File: src/rtl/usb_tx_serializer_pkg.sv
// Shared types and constants for the USB full-speed transmit serializer:
// FSM state encoding, PID select codes and their on-wire PID bytes.
package usb_tx_pkg;

  typedef enum logic [2:0] {
    IDLE = 3'd0,
    SYNC = 3'd1,
    PID  = 3'd2,
    DATA = 3'd3,
    EOP  = 3'd4
  } tx_state_t;

  typedef logic [2:0] pid_sel_t;

  localparam pid_sel_t PID_SEL_DATA0 = 3'd0;
  localparam pid_sel_t PID_SEL_DATA1 = 3'd1;
  localparam pid_sel_t PID_SEL_ACK   = 3'd2;
  localparam pid_sel_t PID_SEL_NAK   = 3'd3;
  localparam pid_sel_t PID_SEL_STALL = 3'd4;

  localparam logic [7:0] PID_DATA0 = 8'hC3;
  localparam logic [7:0] PID_DATA1 = 8'h4B;
  localparam logic [7:0] PID_ACK   = 8'hD2;
  localparam logic [7:0] PID_NAK   = 8'h5A;
  localparam logic [7:0] PID_STALL = 8'h1E;

  localparam logic [7:0] SYNC_BYTE    = 8'h80;
  localparam logic [2:0] STUFF_LIMIT  = 3'd6;
  localparam logic [1:0] EOP_SE0_BITS = 2'd2;

  // Reserved select codes fall back to STALL.
  function automatic logic [7:0] pid_byte(input pid_sel_t sel);
    case (sel)
      PID_SEL_DATA0: return PID_DATA0;
      PID_SEL_DATA1: return PID_DATA1;
      PID_SEL_ACK:   return PID_ACK;
      PID_SEL_NAK:   return PID_NAK;
      default:       return PID_STALL;
    endcase
  endfunction

endpackage

File: src/rtl/usb_tx_serializer_if.sv
// Packet request and payload stream between the TX packet controller
// (master) and the serializer (slave).
interface usb_tx_serializer_if
  import usb_tx_pkg::*;
#(
  parameter int unsigned DATA_W = 8
);
  logic              tx_start;
  pid_sel_t          tx_pid_sel;
  logic              tx_has_data;
  logic [DATA_W-1:0] in_data;
  logic              in_valid;
  logic              in_last;
  logic              in_ready;

  modport master (
    output tx_start, tx_pid_sel, tx_has_data, in_data, in_valid, in_last,
    input  in_ready
  );

  modport slave (
    input  tx_start, tx_pid_sel, tx_has_data, in_data, in_valid, in_last,
    output in_ready
  );
endinterface

File: src/rtl/usb_tx_serializer_nrzi_enc.sv
// NRZI line encoder: a 0 toggles the line, a 1 holds it; SE0 overrides the
// line without disturbing the encoder state, and the J bit re-arms it to J.
module usb_nrzi_enc (
  input  logic clk,
  input  logic rst,
  input  logic strobe,
  input  logic sync_start,
  input  logic se0,
  input  logic j_force,
  input  logic data_bit,
  output logic line
);
  logic lvl_q;
  logic base;
  logic nxt;

  always_comb begin
    base = sync_start ? 1'b1 : lvl_q;
    nxt  = data_bit ? base : ~base;
  end

  always_ff @(posedge clk or posedge rst) begin
    if (rst) begin
      lvl_q <= 1'b1;
      line  <= 1'b1;
    end else if (strobe) begin
      if (se0) begin
        line <= 1'b0;
      end else if (j_force) begin
        lvl_q <= 1'b1;
        line  <= 1'b1;
      end else begin
        lvl_q <= nxt;
        line  <= nxt;
      end
    end
  end
endmodule

File: src/rtl/usb_tx_serializer.sv
// USB full-speed TX serializer: SYNC, PID, optional payload, EOP with bit
// stuffing and bit pacing. Define USB_TX_NRZI_EN for an NRZI-encoded line.
module usb_tx_serializer
  import usb_tx_pkg::*;
#(
  parameter int unsigned DATA_W     = 8,
  parameter int unsigned BIT_PERIOD = 1,
  parameter int unsigned SHIFT_MSB  = 0
) (
  input  logic                clk,
  input  logic                rst,
  usb_tx_serializer_if.slave  bus,
  output logic                serial_out,
  output logic                bit_strobe,
  output logic                eop,
  output logic                busy,
  output logic                done,
  output logic                underrun
);

  localparam int unsigned TW = (BIT_PERIOD > 1) ? $clog2(BIT_PERIOD) : 1;
  localparam int unsigned LW = $clog2(DATA_W + 1);
  localparam logic [TW-1:0] T_LAST = TW'(BIT_PERIOD - 1);

  tx_state_t         st_q, st_n;
  logic [TW-1:0]     timer_q, timer_n;
  logic [DATA_W-1:0] sh_q, sh_n;
  logic [LW-1:0]     left_q, left_n;
  logic [2:0]        ones_q, ones_n;
  logic [1:0]        eop_cnt_q, eop_cnt_n;
  logic              last_q, last_n;
  logic              has_data_q, has_data_n;
  pid_sel_t          sel_q, sel_n;

  logic line_q, line_n;
  logic eop_q, eop_n;
  logic strobe_q, strobe_n;
  logic busy_q;
  logic done_q, done_n;
  logic under_q, under_n;
  logic ready_q, ready_n;

  logic              accept;
  logic              sync_start;
  logic              j_bit;
  logic              do_load;
  logic              do_shift;
  logic              go_eop;
  logic [DATA_W-1:0] ld;
  logic [LW-1:0]     ld_len;
  logic [2:0]        ones_base;

  function automatic logic [DATA_W-1:0] place_byte(input logic [7:0] b);
    logic [DATA_W-1:0] v;
    v = '0;
    if (SHIFT_MSB != 0) v[DATA_W-1 -: 8] = b;
    else                v[7:0] = b;
    return v;
  endfunction

  function automatic logic first_bit(input logic [DATA_W-1:0] v);
    return (SHIFT_MSB != 0) ? v[DATA_W-1] : v[0];
  endfunction

  function automatic logic [DATA_W-1:0] shift_one(input logic [DATA_W-1:0] v);
    return (SHIFT_MSB != 0) ? (v << 1) : (v >> 1);
  endfunction

  always_comb begin
    st_n       = st_q;
    timer_n    = timer_q;
    sh_n       = sh_q;
    left_n     = left_q;
    ones_n     = ones_q;
    eop_cnt_n  = eop_cnt_q;
    last_n     = last_q;
    has_data_n = has_data_q;
    sel_n      = sel_q;
    line_n     = line_q;
    eop_n      = eop_q;
    strobe_n   = 1'b0;
    done_n     = 1'b0;
    under_n    = 1'b0;
    sync_start = 1'b0;
    j_bit      = 1'b0;
    do_load    = 1'b0;
    do_shift   = 1'b0;
    go_eop     = 1'b0;
    ld         = '0;
    ld_len     = '0;
    ones_base  = ones_q;

    accept = (st_q == IDLE) && bus.tx_start && !done_q;

    if (accept) begin
      st_n       = SYNC;
      sel_n      = bus.tx_pid_sel;
      has_data_n = bus.tx_has_data;
      last_n     = 1'b0;
      eop_cnt_n  = '0;
      timer_n    = '0;
      strobe_n   = 1'b1;
      sync_start = 1'b1;
      ones_base  = '0;
      do_load    = 1'b1;
      ld         = place_byte(SYNC_BYTE);
      ld_len     = LW'(8);
    end else if (st_q != IDLE) begin
      if (timer_q != T_LAST) begin
        timer_n = timer_q + 1'b1;
      end else begin
        timer_n  = '0;
        strobe_n = 1'b1;
        if (st_q == EOP) begin
          if (eop_cnt_q < EOP_SE0_BITS) begin
            eop_cnt_n = eop_cnt_q + 2'd1;
            eop_n     = 1'b1;
            line_n    = 1'b0;
          end else if (eop_cnt_q == EOP_SE0_BITS) begin
            eop_cnt_n = eop_cnt_q + 2'd1;
            eop_n     = 1'b0;
            line_n    = 1'b1;
            j_bit     = 1'b1;
          end else begin
            st_n      = IDLE;
            done_n    = 1'b1;
            strobe_n  = 1'b0;
            eop_cnt_n = '0;
          end
        end else if (ones_q == STUFF_LIMIT) begin
          // Stuff bit: shift register and bit count hold for this bit time.
          line_n = 1'b0;
          ones_n = '0;
        end else if (left_q != '0) begin
          do_shift = 1'b1;
        end else begin
          case (st_q)
            SYNC: begin
              st_n    = PID;
              do_load = 1'b1;
              ld      = place_byte(pid_byte(sel_q));
              ld_len  = LW'(8);
            end
            PID, DATA: begin
              if ((st_q == PID && !has_data_q) || (st_q == DATA && last_q)) begin
                go_eop = 1'b1;
              end else if (bus.in_valid && ready_q) begin
                st_n    = DATA;
                do_load = 1'b1;
                ld      = bus.in_data;
                ld_len  = LW'(DATA_W);
                last_n  = bus.in_last;
              end else begin
                under_n = 1'b1;
                go_eop  = 1'b1;
              end
            end
            default: ;
          endcase
        end
      end
    end

    if (go_eop) begin
      st_n      = EOP;
      eop_n     = 1'b1;
      line_n    = 1'b0;
      eop_cnt_n = 2'd1;
    end

    if (do_load) begin
      line_n = first_bit(ld);
      sh_n   = shift_one(ld);
      left_n = ld_len - 1'b1;
    end else if (do_shift) begin
      line_n = first_bit(sh_q);
      sh_n   = shift_one(sh_q);
      left_n = left_q - 1'b1;
    end

    if (do_load || do_shift)
      ones_n = line_n ? ones_base + 3'd1 : '0;

    // Ready covers the last clock of the field's final bit, or of the stuff bit after it.
    ready_n = ((st_n == PID && has_data_n) || (st_n == DATA && !last_n)) &&
              (left_n == '0) && (ones_n != STUFF_LIMIT) && (timer_n == T_LAST);
  end

  always_ff @(posedge clk or posedge rst) begin
    if (rst) begin
      st_q       <= IDLE;
      timer_q    <= '0;
      sh_q       <= '0;
      left_q     <= '0;
      ones_q     <= '0;
      eop_cnt_q  <= '0;
      last_q     <= 1'b0;
      has_data_q <= 1'b0;
      sel_q      <= '0;
      line_q     <= 1'b1;
      eop_q      <= 1'b0;
      strobe_q   <= 1'b0;
      busy_q     <= 1'b0;
      done_q     <= 1'b0;
      under_q    <= 1'b0;
      ready_q    <= 1'b0;
    end else begin
      st_q       <= st_n;
      timer_q    <= timer_n;
      sh_q       <= sh_n;
      left_q     <= left_n;
      ones_q     <= ones_n;
      eop_cnt_q  <= eop_cnt_n;
      last_q     <= last_n;
      has_data_q <= has_data_n;
      sel_q      <= sel_n;
      line_q     <= line_n;
      eop_q      <= eop_n;
      strobe_q   <= strobe_n;
      busy_q     <= (st_n != IDLE);
      done_q     <= done_n;
      under_q    <= under_n;
      ready_q    <= ready_n;
    end
  end

`ifdef USB_TX_NRZI_EN
  usb_nrzi_enc u_nrzi (
    .clk        (clk),
    .rst        (rst),
    .strobe     (strobe_n),
    .sync_start (sync_start),
    .se0        (eop_n),
    .j_force    (j_bit),
    .data_bit   (line_n),
    .line       (serial_out)
  );
`else
  logic nrzi_unused;
  always_comb begin
    nrzi_unused = sync_start ^ j_bit;
    serial_out  = line_q;
  end
`endif

  always_comb begin
    bit_strobe   = strobe_q;
    eop          = eop_q;
    busy         = busy_q;
    done         = done_q;
    underrun     = under_q;
    bus.in_ready = ready_q;
  end

endmodule

File: src/flat_wrapper.sv
// flat-port wrapper written by rule: the top's interface ports become plain ports
module usb_tx_serializer_flat import usb_tx_pkg::*;
#(
  parameter int unsigned DATA_W     = 8,
  parameter int unsigned BIT_PERIOD = 1,
  parameter int unsigned SHIFT_MSB  = 0
)
  (clk, rst, serial_out, bit_strobe, eop, busy, done, underrun, bus_tx_start, bus_tx_pid_sel, bus_tx_has_data, bus_in_data, bus_in_valid, bus_in_last, bus_in_ready);
  usb_tx_serializer_if #(.DATA_W(DATA_W)) bus_i ();
  input  logic clk;
  input  logic rst;
  output logic serial_out;
  output logic bit_strobe;
  output logic eop;
  output logic busy;
  output logic done;
  output logic underrun;
  input wire logic [$bits(bus_i.tx_start)-1:0] bus_tx_start;
  input wire logic [$bits(bus_i.tx_pid_sel)-1:0] bus_tx_pid_sel;
  input wire logic [$bits(bus_i.tx_has_data)-1:0] bus_tx_has_data;
  input wire logic [$bits(bus_i.in_data)-1:0] bus_in_data;
  input wire logic [$bits(bus_i.in_valid)-1:0] bus_in_valid;
  input wire logic [$bits(bus_i.in_last)-1:0] bus_in_last;
  output wire logic [$bits(bus_i.in_ready)-1:0] bus_in_ready;
  assign bus_i.tx_start = bus_tx_start;
  assign bus_i.tx_pid_sel = bus_tx_pid_sel;
  assign bus_i.tx_has_data = bus_tx_has_data;
  assign bus_i.in_data = bus_in_data;
  assign bus_i.in_valid = bus_in_valid;
  assign bus_i.in_last = bus_in_last;
  assign bus_in_ready = bus_i.in_ready;
  usb_tx_serializer #(.DATA_W(DATA_W), .BIT_PERIOD(BIT_PERIOD), .SHIFT_MSB(SHIFT_MSB)) u_core (.clk(clk), .rst(rst), .bus(bus_i), .serial_out(serial_out), .bit_strobe(bit_strobe), .eop(eop), .busy(busy), .done(done), .underrun(underrun));
endmodule
File: config.mk
export PLATFORM = sky130hd
export DESIGN_NAME = usb_tx_serializer_flat
export DESIGN_NICKNAME = d
export VERILOG_FILES = /design/src/rtl/usb_tx_serializer_pkg.sv /design/src/rtl/usb_tx_serializer_if.sv /design/src/rtl/usb_tx_serializer_nrzi_enc.sv /design/src/rtl/usb_tx_serializer.sv /design/src/flat_wrapper.sv
export SDC_FILE = /design/constraint.sdc
export NUM_CORES = 1
export LEC_CHECK = 0
export CORE_MARGIN = 2
export CORE_UTILIZATION = 33
export DETAILED_ROUTE_END_ITERATION = 10
export GPL_ROUTABILITY_DRIVEN = 1
export SYNTH_ARGS = -nofsm -noshare
export SYNTH_HDL_FRONTEND = slang
export SYNTH_SLANG_ARGS = --single-unit
File: constraint.sdc
create_clock -name clk -period 4.7 [get_ports clk]
set_input_delay 1.175 -clock clk [delete_from_list [all_inputs] [get_ports clk]]
set_output_delay 1.175 -clock clk [all_outputs]
set_load 0.005 [all_outputs]
# --- Yosys cells after proc, flatten, opt, wreduce, memory -nomap -nowiden ---
# Index checks and enable logic that the tools add are counted.
word_totals:
  reg_bits: 33
  input_bits: 17
  out_inout_bits: 7
  word_cells: 193
op_classes:
  bitwise_logic: 1
  add_sub_neg: 5
  order_cmp: 1
  n_reduce_logical: 31
  n_mux: 124
  eq_ne: 15
op_table:
  columns: ["operator", "n"]
  rows:
  - ["2-to-1 mux 8 bit", 10]
  - ["2-to-1 mux 1 bit", 73]
  - ["2-to-1 mux 3 bit", 19]
  - ["2-to-1 mux 4 bit", 10]
  - ["one-hot mux 8 bit (4 select lines)", 1]
  - ["== test 3 x 2 -> 1 bit, second input constant", 6]
  - ["one-hot mux 8 bit (2 select lines)", 1]
  - ["nonzero test 3 bit", 5]
  - ["2-to-1 mux 2 bit", 7]
  - ["logical AND 1 bit", 10]
  - ["one-hot mux 4 bit (2 select lines)", 1]
  - ["subtractor 4 x 1 -> 4 bit, second input constant", 2]
  - ["== test 3 x 1 -> 1 bit, second input constant", 2]
  - ["== test 3 bit, second input constant", 2]
  - ["logical NOT 3 bit", 2]
  - ["inequality test 3 bit, second input constant", 2]
  - ["one-hot mux 3 bit (2 select lines)", 1]
  - ["nonzero test 2 bit", 3]
  - ["AND reduction 5 bit", 1]
  - ["logical NOT 4 bit", 1]
  - ["inequality test 2 bit, second input constant", 2]
  - ["nonzero test 4 bit", 1]
  - ["adder 3 x 1 -> 3 bit, second input constant", 1]
  - ["logical NOT 1 bit", 3]
  - ["other kinds (9)", 11]

# --- Depth between registers and ports, before layout ---
# Gate-level depths: netlist of the first run.
logic_depth:
  depth_word: 19
  depth_mapped: 10
  depth_no_buf: 8

# --- Worst setup path after synthesis of the first run ---
# No wires, ideal clock.
synth_timing:
  kind: "input-to-reg"
  startpoint: "in bus_tx_start"
  endpoint: "reg u_core.ready_q, in the netlist u_core.bus.in_ready"
  setup_time_ps: 111
  arrival_ps: 2760
  path_buffers: 1
  slack_ps: 1829
  cell_stages: 8
  t_required_ps: 4589
  cell_sequence: "nand2b_1 or3_4 buf_4 and2_1 ha_1 xor2_1 a41o_1 a2111oi_2"
synth_via:
  elab_chain_cells: 11
  elab_cells_between_ends: 37
  classes_between: "2 x add/sub; 3 x eq/ne; 20 x mux; 1 x bitwise; 11 x reduce/logical"
synth_rtl:
  columns: ["item", "line", "text"]
  rows:
  - ["from (decl)", "flat_wrapper.sv:18", "input wire logic [$bits(bus_i.tx_start)-1:0] bus_tx_start;"]
  - ["logical AND 1 bit * (2 in series)", "usb_tx_serializer.sv:93", "accept = (st_q == IDLE) && bus.tx_start && !done_q;"]
  - ["parallel branches: the longest is 8 deep, another holds adder 3 x 1 -> 3 bit", null, null]
  - ["logical AND 1 bit *", "usb_tx_serializer.sv:186", "(left_n == '0) && (ones_n != STUFF_LIMIT) && (timer_n == T_LAST);"]
  - ["named net u_core.ready_n", "usb_tx_serializer.sv:41", "logic ready_q, ready_n;"]
  - ["to (signal assigned)", "usb_tx_serializer.sv:223", "ready_q <= ready_n;"]
  - ["to (decl)", "usb_tx_serializer.sv:41", null]
# Mark *: on every way through the listed nets, which the timed path passes.
# A chain may end at the register's enable or synchronous reset.

# --- Final worst setup path of the first run ---
# Same ends and word-level chain as after synthesis.

==> reports/qor.log, run 1 <==
qor: die.top_level_ports 24
qor: layout.multi_input_gate_area 1011 um^2
qor: grt.number_of_antenna_violations_at_the_first_check_in_global_routing 0
qor: layout.post_route_cells_drive_above_1_share 0.1391
qor: sta.slew_headroom 0.5677
qor: grt.grt_start_max_net_pins 33
qor: route.drt.antenna.violating_nets 0
qor: setup_path.critPathMaxStageDelay 0.45 ns
qor: setup_path.worst-path-max-fanout 13
qor: sta.finalWorstSetupSlack 1.620 ns
qor: power_and_ir_drop.p_per_area 513.5 nW/um^2
qor: cts.clock_tree.root_cell clkbuf_8
qor: sta.period_share 0.6554
qor: yosys.syn_area_per_cell 9.372 um^2
qor: grt.grt_overflow 0
qor: cts.tritoncts yes
qor: cts.worst_skew_pair.late_latency 0.29 ns
qor: grt.globalRouteTotalUtil 0.1567
qor: cts.tritoncts.num_buffers 5
qor: placed_design.port_buffers 23
qor: placed_design.routabilityCongestion 0.8768
qor: setup_path.cpMaxStageDelayCell clkdlybuf4s50_1
qor: placed_design.placedCellCount 295
qor: setup_path.rr_endpoint u_core.bus.in_ready$_DFF_PP0_
qor: die.fp.dieArea 6478 um^2
qor: grt.grt_pass1_vias 1561
qor: setup_path.worstSetupStartpointType input port
qor: route.drcViolationCount 0
qor: yosys.number_of_warning_messages_in_the_yosys_log 0
qor: die.coreArea 5574 um^2
qor: die.initial_utilization 0.3464
qor: yosys.synth-async-reset-ratio 1.000
qor: layout.seq_area 802.0 um^2
qor: placed_design.detailedPlace.worstSlack 1.309 ns
qor: setup_path.setup.reg_to_reg.worst_slack 2.10 ns
qor: die.num_rows 27
qor: setup_path.critPathTopFamily simple AND/OR/NAND/NOR gates
qor: cts.cts_hold_repair.buffers 0
qor: setup_path.crit_chain clkdlybuf4s50_1 -> nand2b_1 -> or3_4 -> and2_2 -> ha_1 -> xor2_1 -> a41o_1 -> a2111oi_2
qor: cts.maximum_count_of_clock_buffers_along_a_single_path 2
qor: die.die-height 80.49 um
qor: setup_path.timing.reg2reg.worst_path_depth 7
qor: sta.timing.clock.skew 0.006687 ns
qor: sta.grt_setup_unrepaired no
qor: sta.setup_viol 0
qor: yosys.post_synth_instance_area 1931 um^2
qor: grt.grt_pass1_wl 7.693 mm
qor: setup_path.crit-reg2reg-launch u_core.st_q[0]$_DFF_PP0_
qor: yosys.synth-edff-count 0
qor: placed_design.place_hpwl 3.289 mm
qor: route.route.final.wire_length 4.502 mm
qor: layout.fillerInstances 557
qor: yosys.synth-main-ff-cell dfrtp_1
qor: worst_hold_path.min_from u_core.sh_q[3]$_DFFE_PP0N_
qor: flow_run.number_of_violations_of_the_max_capacitance_limit 0
qor: layout.final_core_util 0.4081
qor: yosys.post-synth-top-area-cell dfrtp_1
qor: cts.post_cts_resize_count 0
qor: route.routed_wire_length_per_instance 14.91 um
qor: route.via_total_after_detailed_routing 1604
qor: yosys.distinct_cells_synth 62
qor: sta.final_critical_delay_including_setup_and_external_delays 3.080 ns
qor: setup_path.path_class in2reg
qor: route.avgViaCountPerCell 5.311
qor: yosys.yosysTopAreaCellShare 0.4018
qor: layout.antenna_cells_inserted 0
qor: sta.fmax 324.6 MHz
qor: worst_hold_path.whs_path_depth 2
qor: sta.finalMaxSlewViolations 0
qor: yosys.synth_nets 228
qor: layout.finish.net_count 252
qor: setup_path.endpoint_kind flop
qor: cts.clkSlewWorstSetupHoldPaths 0.07 ns
qor: power_and_ir_drop.leakagePower 0.9806 nW
qor: sta.aggregate_negative_setup_slack 0 ns
qor: yosys.postSynthRegisterBits 32
qor: layout.area_growth_syn_to_layout 17.82%
qor: sta.hold_viol_final 0
qor: cts.h-tree-depth 2
qor: yosys.synth_sequential_area_ratio 0.4154
qor: yosys.synth_top_cells_by_area dfrtp_1, nand2_1, a21oi_1, ha_1, nor3_1
qor: power_and_ir_drop.largest_voltage_drop_on_the_vdd_net 0.1659 mV
qor: setup_path.worstPathBufferInverterCount 1
qor: worst_hold_path.worst_hold_path.endpoint u_core.sh_q[2]$_DFFE_PP0N_
qor: setup_path.worst_ep_arrival_time 3.26 ns
qor: outcome.run_status complete, no violations
qor: cts.cts_setup_buffers 0
qor: layout.post_layout_nonfiller_instances 302
qor: setup_path.worst-endpoint-required 4.88 ns
qor: yosys.post_synth_inst_count 206
qor: worst_hold_path.hold_path_class reg2reg
qor: sta.worst_slew_pin_tran 0.6450 ns
qor: cts.clock_sink_count 32
qor: route.drt_first_iter_violations 115
qor: route.drt_pre_antenna_iters 4
qor: die.die_width 80.49 um
-- Yosys cell counts (all sizes together), types with 2 or more instances --
cell,number
and3b,2
a21oi,14
inv,13
and2,5
mux2i,2
a221o,2
xnor2,4
or2,3
a31o,2
ha,5
buf,7
nor3,13
nand3b,3
o211ai,3
nor4,2
a311o,2
nor2,10
dfrtp,31
o21ai,12
nand3,4
nand2b,2
or3b,2
nand2,33
o311ai,2
or3,3
-- worst min-delay path, stage by stage (launching register included) --
cell	delay, ns
dfrtp_1	0.34
a21oi_1	0.06
nand2_1	0.06
-- through the flow --
step           power (mW)  instance area, um^2  hold WS [ns]
2_1_floorplan      0.8448                 1931        0.4578
3_3_place_gp       0.9674                 2197        0.4694
3_5_place_dp       0.9732                 2197        0.4759
4_1_cts             1.178                 2275        0.4921
5_1_grt             1.269                 2275        0.5281
6_report            1.168                 2275        0.4885
-- cells in the final DEF (no fill, tap or decap), drive strengths merged, types with 2 or more instances in the layout --
| cell type | Yosys | layout |
|---|---|---|
| xnor2 | 4 | 4 |
| nor2 | 10 | 10 |
| nand2 | 33 | 33 |
| clkbuf | 1 | 6 |
| or3 | 3 | 3 |
| nor4 | 2 | 2 |
| and2 | 5 | 5 |
| o311ai | 2 | 2 |
| a221o | 2 | 2 |
| nor3 | 13 | 13 |
| and3b | 2 | 2 |
| or3b | 2 | 2 |
| o21ai | 12 | 12 |
| buf | 7 | 2 |
| inv | 13 | 13 |
| mux2i | 2 | 2 |
| clkdlybuf4s50 | 0 | 23 |
| or2 | 3 | 3 |
| dfrtp | 31 | 31 |
| a21oi | 14 | 14 |
| a31o | 2 | 2 |
| o211ai | 3 | 3 |
| nand3b | 3 | 3 |
| nand3 | 4 | 4 |
| nand2b | 2 | 2 |
| a311o | 2 | 2 |
| ha | 5 | 5 |
-- how the worst max path moves through the flow --
stage,from,endpoint,slack [ns],cells after the start
floorplan,bus_tx_start,u_core.bus.in_ready$_DFF_PP0_,1.83,8
global placement,bus_tx_start,u_core.bus.in_ready$_DFF_PP0_,1.34,8
detailed placement,bus_tx_start,u_core.bus.in_ready$_DFF_PP0_,1.31,8
CTS,bus_tx_start,u_core.bus.in_ready$_DFF_PP0_,1.61,8
global route,bus_tx_start,u_core.bus.in_ready$_DFF_PP0_,1.53,8
finish,bus_tx_start,u_core.bus.in_ready$_DFF_PP0_,1.62,8
-- final cells by class --
cell class                 count  area share
timing repair buffer          25      0.1078
multi-input combinational    153      0.4444
clock buffer                   6     0.03190
tap                           72     0.03960
inverter                      13     0.02145
clock inverter                 1    0.002200
sequential                    32      0.3526
-- power by group --
part / switching [mW] / internal [mW]
clock network: 0.102 / 0.101
logic: 0.280 / 0.223
registers: 0.0948 / 0.368
-- flip-flops by register name, summed over array words and instances, names as in the netlist --
name / cells
u_core.bit_strobe: 1
u_core.bus.in_ready: 1
u_core.busy: 1
u_core.done: 1
u_core.eop: 1
u_core.eop_cnt_q: 2
u_core.has_data_q: 1
u_core.last_q: 1
u_core.left_q: 4
u_core.ones_q: 3
u_core.sel_q: 3
u_core.serial_out: 1
u_core.sh_q: 7
u_core.st_q: 3
u_core.timer_q: 1
u_core.underrun: 1
-- layer usage --
metal	up-vias	share of wire	routed length [um]	GRT usage
li1	793	-	-	-
met1	760	0.49	2184	0.2056
met2	41	0.45	2044	0.2517
met3	10	0.045	201	0.03596
met4	0	0.016	72	0.05593
met5	-	0	0	0
-- cell families after synthesis --
group | synth area share
muxes | 0.01620
and+or+nand+nor | 0.2405
buffers and inverters | 0.06091
DFF | 0.4154
AOI/OAI and AO/OA | 0.2119
xor gates and xnor gates | 0.02268
adders and majority gates | 0.03240
(Power assumes the default switching activity.)
==> run 2: changes to the inputs <==
- clock period: 4.7 -> 2.6 ns (I/O delays scaled with it)
==> run 2 against run 1 <==
Net effect: highest routed layer unchanged; total power is 94% higher; hold slack better by 0.0020 ns; register-to-register slack worse by 1.9 ns; clock power is 98% higher; final cell count is 7.3% higher.
==> reports/qor.log, run 2 (synthesis gave the netlist of run 1 again) <==
qor: outcome.run_status complete, no violations
qor: layout.finish.net_count 273 [+8.3%]
qor: layout.antenna_cells_inserted 0 [unchanged]
qor: cts.maximum_count_of_clock_buffers_along_a_single_path 2 [unchanged]
qor: setup_path.worst-path-max-fanout 4 [-9]
qor: layout.area_growth_syn_to_layout 26.64%
qor: die.top_level_ports 24 [unchanged]
qor: cts.clock_sink_count 32 [unchanged]
qor: cts.cts_setup_buffers 0 [unchanged]
qor: cts.cts_hold_repair.buffers 0 [unchanged]
qor: grt.grt_start_max_net_pins 33 [unchanged]
qor: setup_path.critPathTopFamily simple AND/OR/NAND/NOR gates
qor: grt.globalRouteTotalUtil 0.1613 [+0.004604]
qor: cts.post_cts_resize_count 0 [unchanged]
qor: power_and_ir_drop.largest_voltage_drop_on_the_vdd_net 0.4233 mV [+160%]
qor: layout.largest_register_ffs 7 [unchanged]
qor: route.routed_wire_length_per_instance 14.50 um [-2.7%]
qor: die.fp.dieArea 6478 um^2 [unchanged]
qor: sta.slew_headroom 0.6679 [+0.1002]
qor: layout.multi_input_gate_area 1011 um^2 [unchanged]
qor: route.drt.antenna.violating_nets 0 [unchanged]
qor: setup_path.endpoint_kind flop
qor: setup_path.crit_chain clkdlybuf4s50_1 -> nand2b_1 -> or3_4 -> and2_2 -> ha_1 -> xor2_1 -> a41o_1 -> a2111oi_2
qor: sta.final_critical_delay_including_setup_and_external_delays 2.447 ns
qor: grt.number_of_antenna_violations_at_the_first_check_in_global_routing 0 [unchanged]
qor: setup_path.cpMaxStageDelayCell clkdlybuf4s50_1
qor: sta.period_share 0.9412
qor: grt.grt_pass1_wl 8.024 mm [+4.3%]
qor: sta.finalMaxSlewViolations 0 [unchanged]
qor: setup_path.worst_ep_arrival_time 2.62 ns [-0.64 ns]
qor: route.drcViolationCount 0 [unchanged]
qor: sta.grt_setup_unrepaired no
qor: placed_design.placedCellCount 316 [+7.1%]
qor: setup_path.path_class in2reg
qor: power_and_ir_drop.p_per_area 928.9 nW/um^2 [+81%]
qor: die.die-height 80.49 um [unchanged]
qor: layout.fillerInstances 581 [+4.3%]
qor: cts.clock_tree.root_cell clkbuf_8
qor: setup_path.worst-endpoint-required 2.78 ns [-2.10 ns]
qor: die.initial_utilization 0.3464 [unchanged]
qor: power_and_ir_drop.leakagePower 1.090 nW [+11%]
qor: layout.post_route_cells_drive_above_1_share 0.2103 [+0.07119]
qor: setup_path.worstPathBufferInverterCount 1 [unchanged]
qor: sta.hold_viol_final 0 [unchanged]
qor: cts.clkSlewWorstSetupHoldPaths 0.07 ns [about the same]
qor: sta.timing.clock.skew 0.002679 ns [-0.004008 ns]
qor: cts.h-tree-depth 2 [unchanged]
qor: worst_hold_path.hold_path_class reg2reg
qor: cts.tritoncts.num_buffers 5 [unchanged]
qor: layout.layout.cells.most_common_list nand2_1, dfrtp_1, clkdlybuf4s50_1, buf_4, a21oi_1
qor: route.drt_first_iter_violations 117 [+1.7%]
qor: die.die_width 80.49 um [unchanged]
qor: layout.reg_top3 u_core.sh_q x7, u_core.left_q x4
qor: cts.tritoncts yes
qor: sta.setup_viol 0 [unchanged]
qor: layout.post_layout_nonfiller_instances 324 [+7.3%]
qor: die.coreArea 5574 um^2 [unchanged]
qor: layout.largest_register u_core.sh_q
qor: placed_design.place_hpwl 3.540 mm [+7.6%]
qor: route.route.final.wire_length 4.698 mm [+4.4%]
qor: layout.mostFrequentLayoutCell nand2_1
qor: placed_design.port_buffers 23 [unchanged]
qor: sta.fmax 408.7 MHz
qor: route.avgViaCountPerCell 5.293 [-0.34%]
qor: grt.grt_overflow 0 [unchanged]
qor: placed_design.routabilityCongestion 0.9183 [+4.7%]
qor: route.drt_pre_antenna_iters 6 [+2]
qor: grt.grt_pass1_vias 1653 [+5.9%]
qor: setup_path.worstSetupStartpointType input port
qor: die.num_rows 27 [unchanged]
qor: sta.worst_slew_pin_tran 0.4963 ns [-0.1486 ns]
qor: route.via_total_after_detailed_routing 1715 [+6.9%]
qor: sta.aggregate_negative_setup_slack 0 ns [unchanged]
qor: layout.seq_area 802.0 um^2 [unchanged]
qor: flow_run.number_of_violations_of_the_max_capacitance_limit 0 [unchanged]
qor: cts.worst_skew_pair.late_latency 0.28 ns [about the same]
qor: setup_path.critPathMaxStageDelay 0.45 ns [about the same]
[run 2: changes by cell type in the layout (fill, tap and decap cells not counted)]
cell,delta
buf_4,+21
clkinv_2,-1
clkbuf_8,+1
clkbuf_1,+1
[run 2: power breakdown]
group / internal (mW) / switching (mW)
Clock: 0.216 / 0.186
Combinational: 0.494 / 0.568
Sequential: 0.666 / 0.142
[run 2: worst min-delay path: cells and delay by family, from the launching register on]
kind	cells	cell delay, ns
DFF	1	0.34
AOI/OAI and AO/OA	1	0.06
and+or+nand+nor	1	0.06
[run 2: final timing paths]
path                                            start                       endpoint  slack (ns)  cells after the start
min in group asynchronous                         rst        u_core.last_q$_DFF_PP0_        0.75                      3
max in group asynchronous                         rst    u_core.serial_out$_DFF_PP1_        1.52                      3
max                                      bus_tx_start  u_core.bus.in_ready$_DFF_PP0_        0.15                      8
min                        u_core.sh_q[3]$_DFFE_PP0N_     u_core.sh_q[2]$_DFFE_PP0N_        0.49                      2
min reg2reg                u_core.sh_q[3]$_DFFE_PP0N_     u_core.sh_q[2]$_DFFE_PP0N_        0.49                      2
max reg2reg                u_core.left_q[0]$_DFF_PP0_  u_core.bus.in_ready$_DFF_PP0_        0.18                      8
[run 2: routing by layer]
metal  vias up  wire length (um)  GRT usage
li1        831                 -          -
met1       814              2333     0.2286
met5         -                 0          0
met2        60              2090     0.2475
met3        10               201    0.03371
met4         0                72    0.04576
[run 2: final cells by class]
| type | instances | share of cell area |
|---|---|---|
| multi-input cells | 153 | 0.4135 |
| repair buffers | 46 | 0.1648 |
| clock buffers | 8 | 0.03685 |
| flip-flops and latches | 32 | 0.3280 |
| well taps | 72 | 0.03685 |
| inverters | 13 | 0.01996 |
[run 2: through the flow]
| step | hold WS [ns] | total power [mW] | util | area [um^2] | setup slack [ns] |
|---|---|---|---|---|---|
| after floorplan | 0.4578 | 1.527 | - | 1931 | 0.06372 |
| after global placement | 0.4694 | 1.862 | 0.4224 | 2355 | -0.1069 |
| after detailed placement | 0.4732 | 1.875 | 0.4224 | 2355 | -0.1583 |
| after CTS | 0.4896 | 2.287 | 0.4386 | 2445 | 0.1566 |
| after global routing | 0.5192 | 2.466 | 0.4386 | 2445 | 0.03168 |
| final | 0.4905 | 2.271 | 0.4386 | 2445 | 0.1529 |
